==> config.mk <==
export PLATFORM = sky130hd
export DESIGN_NAME = pattern_scan_ctrl_flat
export DESIGN_NICKNAME = d
export VERILOG_FILES = /design/src/rtl/pattern_scan_pkg.sv /design/src/rtl/pattern_scan_ctrl_if.sv /design/src/rtl/pattern_matcher.sv /design/src/rtl/pattern_scan_ctrl.sv /design/src/flat_wrapper.sv
export SDC_FILE = /design/constraint.sdc
export NUM_CORES = 1
export LEC_CHECK = 0
export CAP_MARGIN = 10
export CORE_ASPECT_RATIO = 1.4
export CORE_MARGIN = 5
export CORE_UTILIZATION = 40
export CTS_CLUSTER_DIAMETER = 200
export DETAILED_ROUTE_END_ITERATION = 12
export PLACE_DENSITY_LB_ADDON = 0.3
export REMOVE_ABC_BUFFERS = 1
export SLEW_MARGIN = 10
export SYNTH_ARGS = -nofsm -noshare
export SYNTH_HDL_FRONTEND = slang
export SYNTH_SLANG_ARGS = --single-unit
==> constraint.sdc <==
create_clock -name clk -period 3.7 [get_ports clk]
set_input_delay 0.925 -clock clk [delete_from_list [all_inputs] [get_ports clk]]
set_output_delay 0.925 -clock clk [all_outputs]
set_load 0.02 [all_outputs]
==> src/rtl/pattern_scan_pkg.sv <==
`default_nettype none
// ============================================================================
//  Module   : pattern_scan_pkg
//  Purpose  : Shared state encoding and default parameter values for the
//             pattern scan controller and its bit-serial matcher.
//  Revision : 1.0  initial release
// ============================================================================
package pattern_scan_pkg;

   // Job sequencer states
   typedef enum logic [1:0] {
      ST_IDLE  = 2'd0,
      ST_LOAD  = 2'd1,
      ST_SHIFT = 2'd2,
      ST_DONE  = 2'd3
   } scan_state_t;

   localparam int DEF_W     = 8;
   localparam int DEF_PAT_W = 4;
   localparam int DEF_CNT_W = 8;

endpackage
`default_nettype wire

==> src/rtl/pattern_scan_ctrl_if.sv <==
`default_nettype none
// ============================================================================
//  Module   : pattern_scan_ctrl_if
//  Purpose  : Word-stream valid/ready channel from a producer (master) into
//             the pattern scan controller (slave).
//  Revision : 1.0  initial release
// ============================================================================
interface pattern_scan_ctrl_if
   import pattern_scan_pkg::*;
#(
   parameter int W = DEF_W
);
   logic         in_valid;
   logic [W-1:0] in_data;
   logic         in_ready;

   modport master (output in_valid, output in_data, input in_ready);
   modport slave  (input in_valid, input in_data, output in_ready);
endinterface
`default_nettype wire

==> src/rtl/pattern_matcher.sv <==
`default_nettype none
// ============================================================================
//  Module   : pattern_matcher
//  Purpose  : Bit-serial Mealy matcher. Keeps the last PAT_W-1 bits and a
//             fill counter; flags a match when the incoming bit completes the
//             pattern. Optional non-overlap mode clears history after a hit.
//  Config   : PATTERN_SCAN_OVERLAP_SEL_EN adds the overlap select input;
//             without it detection is always overlapping.
//  Revision : 1.0  initial release
// ============================================================================
module pattern_matcher
   import pattern_scan_pkg::*;
#(
   parameter int PAT_W = DEF_PAT_W
)(
   input  wire logic             clk,
   input  wire logic             reset,
   input  wire logic             serial_bit,
   input  wire logic             bit_valid,
   input  wire logic [PAT_W-1:0] pattern,
`ifdef PATTERN_SCAN_OVERLAP_SEL_EN
   input  wire logic             overlap,
`endif
   input  wire logic             clear,
   output logic                  match
);
   localparam int FILL_W = $clog2(PAT_W);

   logic [PAT_W-2:0]  hist;
   logic [FILL_W-1:0] fill;
   logic [PAT_W-1:0]  window;
   logic              full;
   logic              hit_clear;

   assign window = {hist, serial_bit};
   assign full   = (fill == FILL_W'(PAT_W - 1));
   assign match  = bit_valid & full & (window == pattern);

`ifdef PATTERN_SCAN_OVERLAP_SEL_EN
   assign hit_clear = match & ~overlap;
`else
   assign hit_clear = 1'b0;
`endif

   // History shift register and saturating fill counter
   always_ff @(posedge clk) begin
      if (reset || clear || hit_clear) begin
         hist <= '0;
         fill <= '0;
      end else if (bit_valid) begin
         hist <= window[PAT_W-2:0];
         if (!full) fill <= fill + 1'b1;
      end
   end
endmodule
`default_nettype wire

==> src/rtl/pattern_scan_ctrl.sv <==
`default_nettype none
// ============================================================================
//  Module   : pattern_scan_ctrl
//  Purpose  : Accepts a job of cfg_words words over a valid/ready channel,
//             serialises each word MSB-first into a pattern matcher and
//             counts matches (saturating). Pulses done at job end.
//  Config   : PATTERN_SCAN_OVERLAP_SEL_EN exposes cfg_overlap; without it
//             detection is always overlapping.
//  Revision : 1.0  initial release
// ============================================================================
module pattern_scan_ctrl
   import pattern_scan_pkg::*;
#(
   parameter int W     = DEF_W,
   parameter int PAT_W = DEF_PAT_W,
   parameter int CNT_W = DEF_CNT_W
)(
   input  wire logic             clk,
   input  wire logic             reset,
   input  wire logic [PAT_W-1:0] cfg_pattern,
   input  wire logic [CNT_W-1:0] cfg_words,
`ifdef PATTERN_SCAN_OVERLAP_SEL_EN
   input  wire logic             cfg_overlap,
`endif
   input  wire logic             start,
   output logic                  busy,
   output logic                  done,
   pattern_scan_ctrl_if.slave    in_bus,
   output logic                  match,
   output logic [CNT_W-1:0]      match_cnt
);
   localparam int IDX_W = $clog2(W);

   scan_state_t      state, state_nxt;
   logic [PAT_W-1:0] pat_q;
   logic [CNT_W-1:0] remaining;
   logic [IDX_W-1:0] bit_idx;
   logic [W-1:0]     shreg;
   logic             start_acc;
   logic             last_bit;
`ifdef PATTERN_SCAN_OVERLAP_SEL_EN
   logic             overlap_q;
`endif

   assign start_acc = (state == ST_IDLE) & start;
   assign last_bit  = (bit_idx == '0);

   // State register
   always_ff @(posedge clk) begin
      if (reset) state <= ST_IDLE;
      else       state <= state_nxt;
   end

   // Next-state and status outputs
   always_comb begin
      state_nxt       = state;
      busy            = 1'b0;
      done            = 1'b0;
      in_bus.in_ready = 1'b0;
      case (state)
         ST_IDLE:  if (start) state_nxt = (cfg_words == '0) ? ST_DONE : ST_LOAD;
         ST_LOAD: begin
            busy            = 1'b1;
            in_bus.in_ready = 1'b1;
            if (in_bus.in_valid) state_nxt = ST_SHIFT;
         end
         ST_SHIFT: begin
            busy = 1'b1;
            // remaining==1 means this was the job's final word
            if (last_bit) state_nxt = (remaining == CNT_W'(1)) ? ST_DONE : ST_LOAD;
         end
         ST_DONE: begin
            done      = 1'b1;
            state_nxt = ST_IDLE;
         end
         default:  state_nxt = ST_IDLE;
      endcase
   end

   // Job config latch, word/bit counters, shift register, match counter
   always_ff @(posedge clk) begin
      if (reset) begin
         pat_q     <= '0;
         remaining <= '0;
         bit_idx   <= '0;
         shreg     <= '0;
         match_cnt <= '0;
`ifdef PATTERN_SCAN_OVERLAP_SEL_EN
         overlap_q <= 1'b0;
`endif
      end else begin
         if (start_acc) begin
            pat_q     <= cfg_pattern;
            remaining <= cfg_words;
            match_cnt <= '0;
`ifdef PATTERN_SCAN_OVERLAP_SEL_EN
            overlap_q <= cfg_overlap;
`endif
         end
         if (state == ST_LOAD && in_bus.in_valid) begin
            shreg   <= in_bus.in_data;
            bit_idx <= IDX_W'(W - 1);
         end
         if (state == ST_SHIFT) begin
            shreg   <= shreg << 1;
            bit_idx <= bit_idx - 1'b1;
            if (last_bit) remaining <= remaining - 1'b1;
         end
         // match only occurs in SHIFT, so this never collides with the clear above
         if (match && (match_cnt != '1)) match_cnt <= match_cnt + 1'b1;
      end
   end

   pattern_matcher #(.PAT_W(PAT_W)) u_matcher (
      .clk        (clk),
      .reset      (reset),
      .serial_bit (shreg[W-1]),
      .bit_valid  (state == ST_SHIFT),
      .pattern    (pat_q),
`ifdef PATTERN_SCAN_OVERLAP_SEL_EN
      .overlap    (overlap_q),
`endif
      .clear      (start_acc),
      .match      (match)
   );
endmodule
`default_nettype wire

==> src/flat_wrapper.sv <==
// flat-port wrapper written by rule: the top's interface ports become plain ports
module pattern_scan_ctrl_flat import pattern_scan_pkg::*;
#(
   parameter int W     = DEF_W,
   parameter int PAT_W = DEF_PAT_W,
   parameter int CNT_W = DEF_CNT_W
)
  (clk, reset, cfg_pattern, cfg_words, start, busy, done, match, match_cnt, in_bus_in_valid, in_bus_in_data, in_bus_in_ready);
  pattern_scan_ctrl_if #(.W(W)) in_bus_i ();
  input  wire logic clk;
  input  wire logic reset;
  input  wire logic [PAT_W-1:0] cfg_pattern;
  input  wire logic [CNT_W-1:0] cfg_words;
  input  wire logic start;
  output logic busy;
  output logic done;
  output logic match;
  output logic [CNT_W-1:0] match_cnt;
  input wire logic [$bits(in_bus_i.in_valid)-1:0] in_bus_in_valid;
  input wire logic [$bits(in_bus_i.in_data)-1:0] in_bus_in_data;
  output wire logic [$bits(in_bus_i.in_ready)-1:0] in_bus_in_ready;
  assign in_bus_i.in_valid = in_bus_in_valid;
  assign in_bus_i.in_data = in_bus_in_data;
  assign in_bus_in_ready = in_bus_i.in_ready;
  pattern_scan_ctrl #(.W(W), .PAT_W(PAT_W), .CNT_W(CNT_W)) u_core (.clk(clk), .reset(reset), .cfg_pattern(cfg_pattern), .cfg_words(cfg_words), .start(start), .busy(busy), .done(done), .in_bus(in_bus_i), .match(match), .match_cnt(match_cnt));
endmodule
# Word-level counts from Yosys, hierarchy flattened
# Cells that the tools add are included.
# classes
addsub	4
n_eq_ne	10
mux	18
bitwise	4
reduce_logical	12
# ops
op	n
$mux W8	7
$mux W2	5
$add A8 B1 Y8 const B	1
$eq A8 B1 Y1 const B	1
$logic_not A8 Y1	1
$ne A8 B8 Y1 const B	1
$pmux W2 S4	1
$sub A8 B1 Y8 const B	1
$eq A2 B2 Y1 const B	3
$mux W3	2
$eq A4 B4 Y1	1
$ne A2 B2 Y1 const B	2
$reduce_bool A2 Y1	2
$reduce_or A2 Y1	2
$and A1 B1 Y1	3
$logic_not A3 Y1	1
$mux W1	3
$reduce_and A3 Y1	1
$sub A3 B1 Y3 const B	1
$add A2 B1 Y2 const B	1
$eq A2 B1 Y1 const B	1
$logic_and A1 B1 Y1	2
$logic_not A2 Y1	1
$ne A2 B1 Y1 const B	1
other kinds (3)	3
# word_totals
ff_bits	38
input_bits	24
output_inout_bits	12
elab_cells	57

# Depth between registers and ports, before layout
# Gate-level depths: netlist (run 1).
# depth
depth_word	5
depth_mapped	9

# By module
# From an unflattened synthesis (run 1), not the netlist that was laid out.
# hier_totals
cells_unflattened	239
area_unflattened_um2	2006.9
# by_module_without_submodules
module	instances	cells_each	area_per_inst_um2	seq_area_each_um2
pattern_scan_ctrl	1	213	1747.9	660.6
pattern_matcher	1	26	259.0	100.1

# Worst setup path before layout (run 1)
# OpenSTA, ideal clock, no wires.
# synth_timing
kind	reg2out
from	reg u_core.state[0]
to	out match
arrival_ns	1.378
slack_ns	1.397
path_stages_with_launch	6
n_path_buf	0
path_cell_list	dfxtp_1 -> inv_1 -> ha_1 -> nand2_1 -> a2111oi_2 -> and3_1
# synth_between
elab_chain_len	3
# synth_rtl
element	line_no	text
start: declaration	pattern_scan_ctrl.sv:34	scan_state_t state, state_nxt;
start signal: assignment	pattern_scan_ctrl.sv:51	else state <= state_nxt;
$eq A2 B2 Y1	pattern_scan_ctrl.sv:118	.bit_valid (state == ST_SHIFT),
$and A1 B1 Y1 (2 in series)	pattern_matcher.sv:37	assign match = bit_valid & full & (window == pattern);
end: declaration	flat_wrapper.sv:17	output logic match;
# Every way passes these cells.

# Worst setup path after layout (run 1)
# Same ends and word-level chain as after synthesis.

==> results of run 1 <==
-- registers in the layout (all words and copies together), names as in the netlist --
| signal | cells |
|---|---|
| u_core.remaining | 8 |
| u_core.bit_idx | 3 |
| u_core.state | 2 |
| u_core.shreg | 8 |
| u_core.pat_q | 4 |
| u_core.match_cnt | 8 |
| u_core.u_matcher.fill | 2 |
| u_core.u_matcher.hist | 3 |
-- worst max-delay path: stages, from the launching register on --
cell	delay [ns]
dfxtp_1	0.33
inv_1	0.12
ha_1	0.19
nand2_1	0.08
a2111oi_2	0.38
and3_1	0.27
clkdlybuf4s50_1	0.62
-- logic make-up after synthesis --
kind of cell | Yosys count | synth area share, %
AO/OA/AOI/OAI | 56 | 18.8
XOR/XNOR | 2 | 0.887
adder cells (fa/ha/maj) | 11 | 6.97
buffers and inverters | 27 | 5.39
flip-flops | 38 | 38.5
multiplexers | 5 | 2.53
AND/OR/NAND/NOR | 113 | 26.9
-- worst max-delay path by stage --
stage,from,to,slack [ns],cells past startpoint
after CTS,u_core.state[0],match,0.46,6
final,u_core.state[0],match,0.50,6
after global routing,u_core.state[0],match,0.35,6
after global placement,u_core.state[0],match,0.82,6
after detailed placement,u_core.state[0],match,0.79,6
after floorplan,u_core.state[0],match,0.82,5
-- power by group --
group | switching [mW] | internal (mW) | leakage [nW] | total, mW
Clock | 0.158 | 0.200 | 0.0504 | 0.358
Sequential | 0.0642 | 0.488 | 0.310 | 0.552
Combinational | 0.329 | 0.247 | 0.540 | 0.576
Total | 0.551 | 0.935 | 0.899 | 1.49
-- cell usage in the layout, fill, tap and decap left out, drive strengths merged, types with 2 or more instances in the layout --
cell type,netlist,layout
mux2i,5,5
clkinvlp,0,2
a2111oi,2,2
nor2b,2,2
a211oi,2,2
a221oi,6,6
nand3b,3,3
nor2,28,28
nor3,7,7
nand2,39,39
and3,3,3
nor4,4,4
clkdlybuf4s50,0,35
or3,2,2
dfxtp,38,38
nand2b,3,3
xnor2,2,2
a21o,2,2
a21oi,24,24
clkbuf,10,5
ha,11,11
nand3,15,15
buf,2,4
or4,2,2
o21ai,6,6
inv,15,15
a41oi,2,2
and2,3,3
a31oi,6,6
-- per-stage QoR --
stage | setup slack [ns] | instance area (um^2) | power (mW) | instances | util (%)
after floorplan | 0.819 | 1920 | 0.962 | 240 | -
final | 0.499 | 2500 | 1.49 | 351 | 52.0
after CTS | 0.462 | 2500 | 1.50 | 351 | 52.0
after detailed placement | 0.790 | 2380 | 1.14 | 343 | 49.6
after global placement | 0.824 | 2380 | 1.13 | 343 | 49.6
after global routing | 0.347 | 2500 | 1.60 | 351 | 52.0
-- cell type report --
cell class,instances,area (um^2)
Clock inverter,3,45.0
Clock buffer,5,68.8
Multi-Input combinational cell,187,1110
Timing Repair Buffer,39,380
Tap cell,64,80.1
Inverter,15,56.3
Fill cell,505,2310
Sequential cell,38,761
-- routing by layer --
| layer | GRT usage [%] | share of wire, % |
|---|---|---|
| met5 | 0 | 0 |
| met4 | 6.35 | 2.0 |
| met2 | 25.6 | 49 |
| met3 | 4.30 | 6.1 |
| met1 | 15.5 | 43 |
==> metrics.txt, run 1 <==
Buffers on Ports 35; register-to-register setup slack around 1.6 ns; CP Class reg -> out; Peak VDD IR approximately 0.32 mV; Post-synth EDFFs 0; register area share after synthesis 38.5%; initial core utilization between 40% and 50%; Final TNS setup 0 ns; share of the synthesized area in the top cell type 38.5%; GP Congestion 0.761; CTS resizes 0; DIE HEIGHT ~93 um; max capacitance violation total 0; gr usage total about 14%; Post-Syn Area 1970 um^2; htree depth 2; Routed WL around 4400 um; setup bufs post-CTS 0; reg2reg start u_core.state[0]; drt pass-1 iters 5; GR Overflow Total 0; headroom to the max-slew limit between 60% and 70%; Reg clk slew, reported paths about 0.080 ns; post-synthesis cell count 252; antenna violations before repair 0; Tmin final 3.20 ns; Synth Register Bits 38; # diodes 0; Tcrit/Tclk final just under 90%; # clock sinks 38; Worst R2R End u_core.remaining[4]; final setup fails 0; worst hold slack 0.471 ns; fin. max-slew vios 0; hpwl dp between 3000 and 4000 um; nets 321; worst endpoint required time 2.77 ns; slew of the pin with the lowest slew margin approximately 0.47 ns; CTS root buffer clkbuf_8; status completed; top-count cell post-synth nand2_1; Clock Skew about 0.005 ns; PD cells roughly 590 nW/um^2; largest net degree at the start of global routing 31; die area about 6500 um^2; FFs w/ async S/R, synth 0%; io pins 36; CTS tree done; yosys warns 0; share of post-route cells with drive strength above 1 under 10%; CTS Buf Count 5; Hold Startpoint u_core.pat_q[3]; Die X between 60 and 70 um; cell accounting for the most synthesized area dfxtp_1; syn_area_per_cell between 7 and 8 um^2; Worst EP arrival around 2.3 ns; CP Capture Type output pin; Crit Path Max Fanout 4; Worst-Skew Late Latency around 0.30 ns; synth top area cells dfxtp_1, nand2_1, ha_1, a21oi_1, nor2_1; ANT nets after route 0; final hold violations 0; worst min-delay path category reg -> reg; ys flop type dfxtp_1; Area Overhead vs Synth 26.6%; wire length per cell 12.7 um; critical path launch point type flop; Hold Path Stages 2; RSZ-0062 raised after global routing no; FF-to-FF path depth 7; via count 1857; Post-CTS Hold Fix Bufs 0; core box area between 4000 and 5000 um^2; vias in the first global route 1743; Unique masters post-synth 42; commonest cells in the synthesized netlist nand2_1, dfxtp_1, nor2_1, a21oi_1, nand3_1; first-pass GRT wire length ~7500 um; post-DR vias/cell approximately 5.3; Iteration-0 DRC Markers 103; hold endpoint u_core.pat_q[3]; deepest clock path buffer count 2; FP Rows 30; # DRC 0; FMAX between 300 and 400 MHz; Leak 0.899 nW
Power figures use the tool's default switching activity.
==> inputs of run 2 (changes only) <==
==> constraint.sdc (replaced) <==
create_clock -name clk -period 2.9 [get_ports clk]
set_input_delay 0.725 -clock clk [delete_from_list [all_inputs] [get_ports clk]]
set_output_delay 0.725 -clock clk [all_outputs]
set_load 0.02 [all_outputs]
==> run 2 against run 1 <==
Net effect:
- largest cell class unchanged
- via count is 0.27% lower
- largest power group unchanged
- first-iteration DRC count shrank 35%
- sequential share of layout area grew 0.14 points
- flip-flop and latch count unchanged
==> metrics.txt, run 2 (same netlist as run 1, synthesis figures left out) <==
Area Overhead vs Synth 26.0%; DP Worst Slack 0.178 ns; # clock sinks 38; Worst-Skew Late Latency 0.30 ns; via count between 1500 and 2000; final hold violations 0; Routed WL approximately 4500 um; wire length per cell 12.9 um; Net Sw Power between 0.6 and 0.7 mW; PD cells a little over 700 nW/um^2; Tmin final about 2.7 ns; Hold Startpoint u_core.pat_q[3]; Leak ~0.90 nW; WL met1 between 1500 and 2000 um; worst min-delay path category reg -> reg; Iteration-0 DRC Markers between 60 and 70; gr usage total between 10% and 20%; CP Class reg -> out; largest net degree at the start of global routing 35; Buffers on Ports 35; critical path launch point type flop; Worst EP arrival between 1.5 and 2 ns; Peak VDD IR roughly 0.52 mV; RSZ-0062 raised after global routing no; post-DR vias/cell 5.29; final setup fails 0; core box area around 4800 um^2; CTS root buffer clkbuf_8; Clk pwr share between 10% and 20%; hpwl dp between 3000 and 4000 um; deepest clock path buffer count 2; vias in the first global route roughly 1800; Crit Path Max Fanout 4; Clock Skew ~0.0089 ns; CTS Buf Count 5; Pint 1.11 mW; Tcrit/Tclk final 92.6%; Reg clk slew, reported paths 0.07 ns; initial core utilization 41.1%; htree depth 2; fin. max-slew vios 0; nets ~320; CTS tree done; met3 WL about 250 um; met2 WL roughly 2200 um; FMAX roughly 370 MHz; GP Congestion 0.806; die area 6460 um^2; # DRC 0; CP Capture Type output pin; share of post-route cells with drive strength above 1 ~5.6%; top layer in use met4; most frequent cells in the layout nand2_1, dfxtp_1, clkdlybuf4s50_1; max capacitance violation total 0; commonest non-fill, non-tap cell in the layout nand2_1; status completed; reg2reg start u_core.state[0]; # diodes 0; Hold Path Stages 2; FP Rows 30; register-to-register setup slack approximately 0.8 ns; setup bufs post-CTS 0; largest registers u_core.match_cnt x8, u_core.remaining x8, u_core.shreg x8; Flop pwr share 39.3%; slack of the critical path about 0.22 ns; post-route cell area 2490 um^2; DIE HEIGHT ~93 um; hold endpoint u_core.pat_q[3]; io pins 36; Logic pwr share 41.6%; ANT nets after route 0; placed inst area around 2400 um^2; GR Overflow Total 0; antenna violations before repair 0; Worst R2R End u_core.remaining[4]; Net Sw Frac 38.6%; first-pass GRT wire length just under 8000 um; drt pass-1 iters 4; Final TNS setup 0 ns; headroom to the max-slew limit between 60% and 70%; Die X slightly below 70 um; FF-to-FF path depth 7; worst endpoint required time ~2.2 ns; Crit. Startpoint u_core.state[0]; slew of the pin with the lowest slew margin around 0.48 ns
-- run 2: changes by cell type in the layout (fill, tap and decap cells not counted) --
| cell | before | now |
|---|---|---|
| clkinv_2 | 0 | 2 |
| clkinvlp_4 | 2 | 0 |
| a2111oi_2 | 1 | 0 |
| a2111oi_4 | 0 | 1 |
| buf_12 | 0 | 1 |
| buf_4 | 4 | 3 |
| bufinv_16 | 1 | 0 |
| clkdlybuf4s50_1 | 35 | 34 |
| dlygate4sd2_1 | 0 | 1 |
-- run 2: area by class of cell --
class                   count  area [um^2]
clock inverters             2         10.0
inverters                  15         56.3
repair buffers             39          392
fillers                   489         2320
flip-flops and latches     38          761
multi-input cells         187         1120
clock buffers               5         68.8
well taps                  64         80.1
-- run 2: worst max path at each step --
| stage | to | slack (ns) | depth (start not counted) |
|---|---|---|---|
| 2_1_floorplan | match | 0.22 | 5 |
| 3_3_place_gp | match | 0.23 | 6 |
| 3_5_place_dp | match | 0.18 | 6 |
| 4_1_cts | match | 0.13 | 6 |
| 5_1_grt | match | 0.09 | 6 |
| 6_report | match | 0.22 | 6 |
-- run 2: per-layer routing --
metal	global-route usage (%)	up-vias
met2	26.3	38
met5	0	-
li1	-	954
met4	7.49	0
met1	15.6	849
met3	4.30	11
-- run 2: through the flow --
step | power (mW) | std cells | util, % | hold WS [ns]
2_1_floorplan | 1.23 | 240 | - | 0.439
3_3_place_gp | 1.45 | 343 | 49.9 | 0.457
3_5_place_dp | 1.47 | 343 | 49.9 | 0.463
4_1_cts | 1.82 | 350 | 51.5 | 0.473
5_1_grt | 1.95 | 350 | 51.8 | 0.500
6_report | 1.80 | 350 | 51.8 | 0.471
-- run 2: what timing repair did --
item | in CTS | in global routing
hold buffers | 0 | 0
setup endpoints to repair | 1 | 1
cloned | 0 | 0
resized for setup | 1 | 1
-- run 2: power groups by stage --
stage	clock (mW)	combinational, mW	sequential, mW
floorplan	0	0.530	0.696
global placement	0	0.739	0.713
detailed placement	0	0.749	0.716
CTS	0.358	0.756	0.705
global route	0.386	0.843	0.723
finish	0.345	0.750	0.707
-- run 2: worst max-delay path: stages, from the launching register on --
cell,delay [ns]
dfxtp_1,0.33
inv_1,0.12
ha_1,0.19
nand2_1,0.09
a2111oi_4,0.33
and3_1,0.26
dlygate4sd2_1,0.35
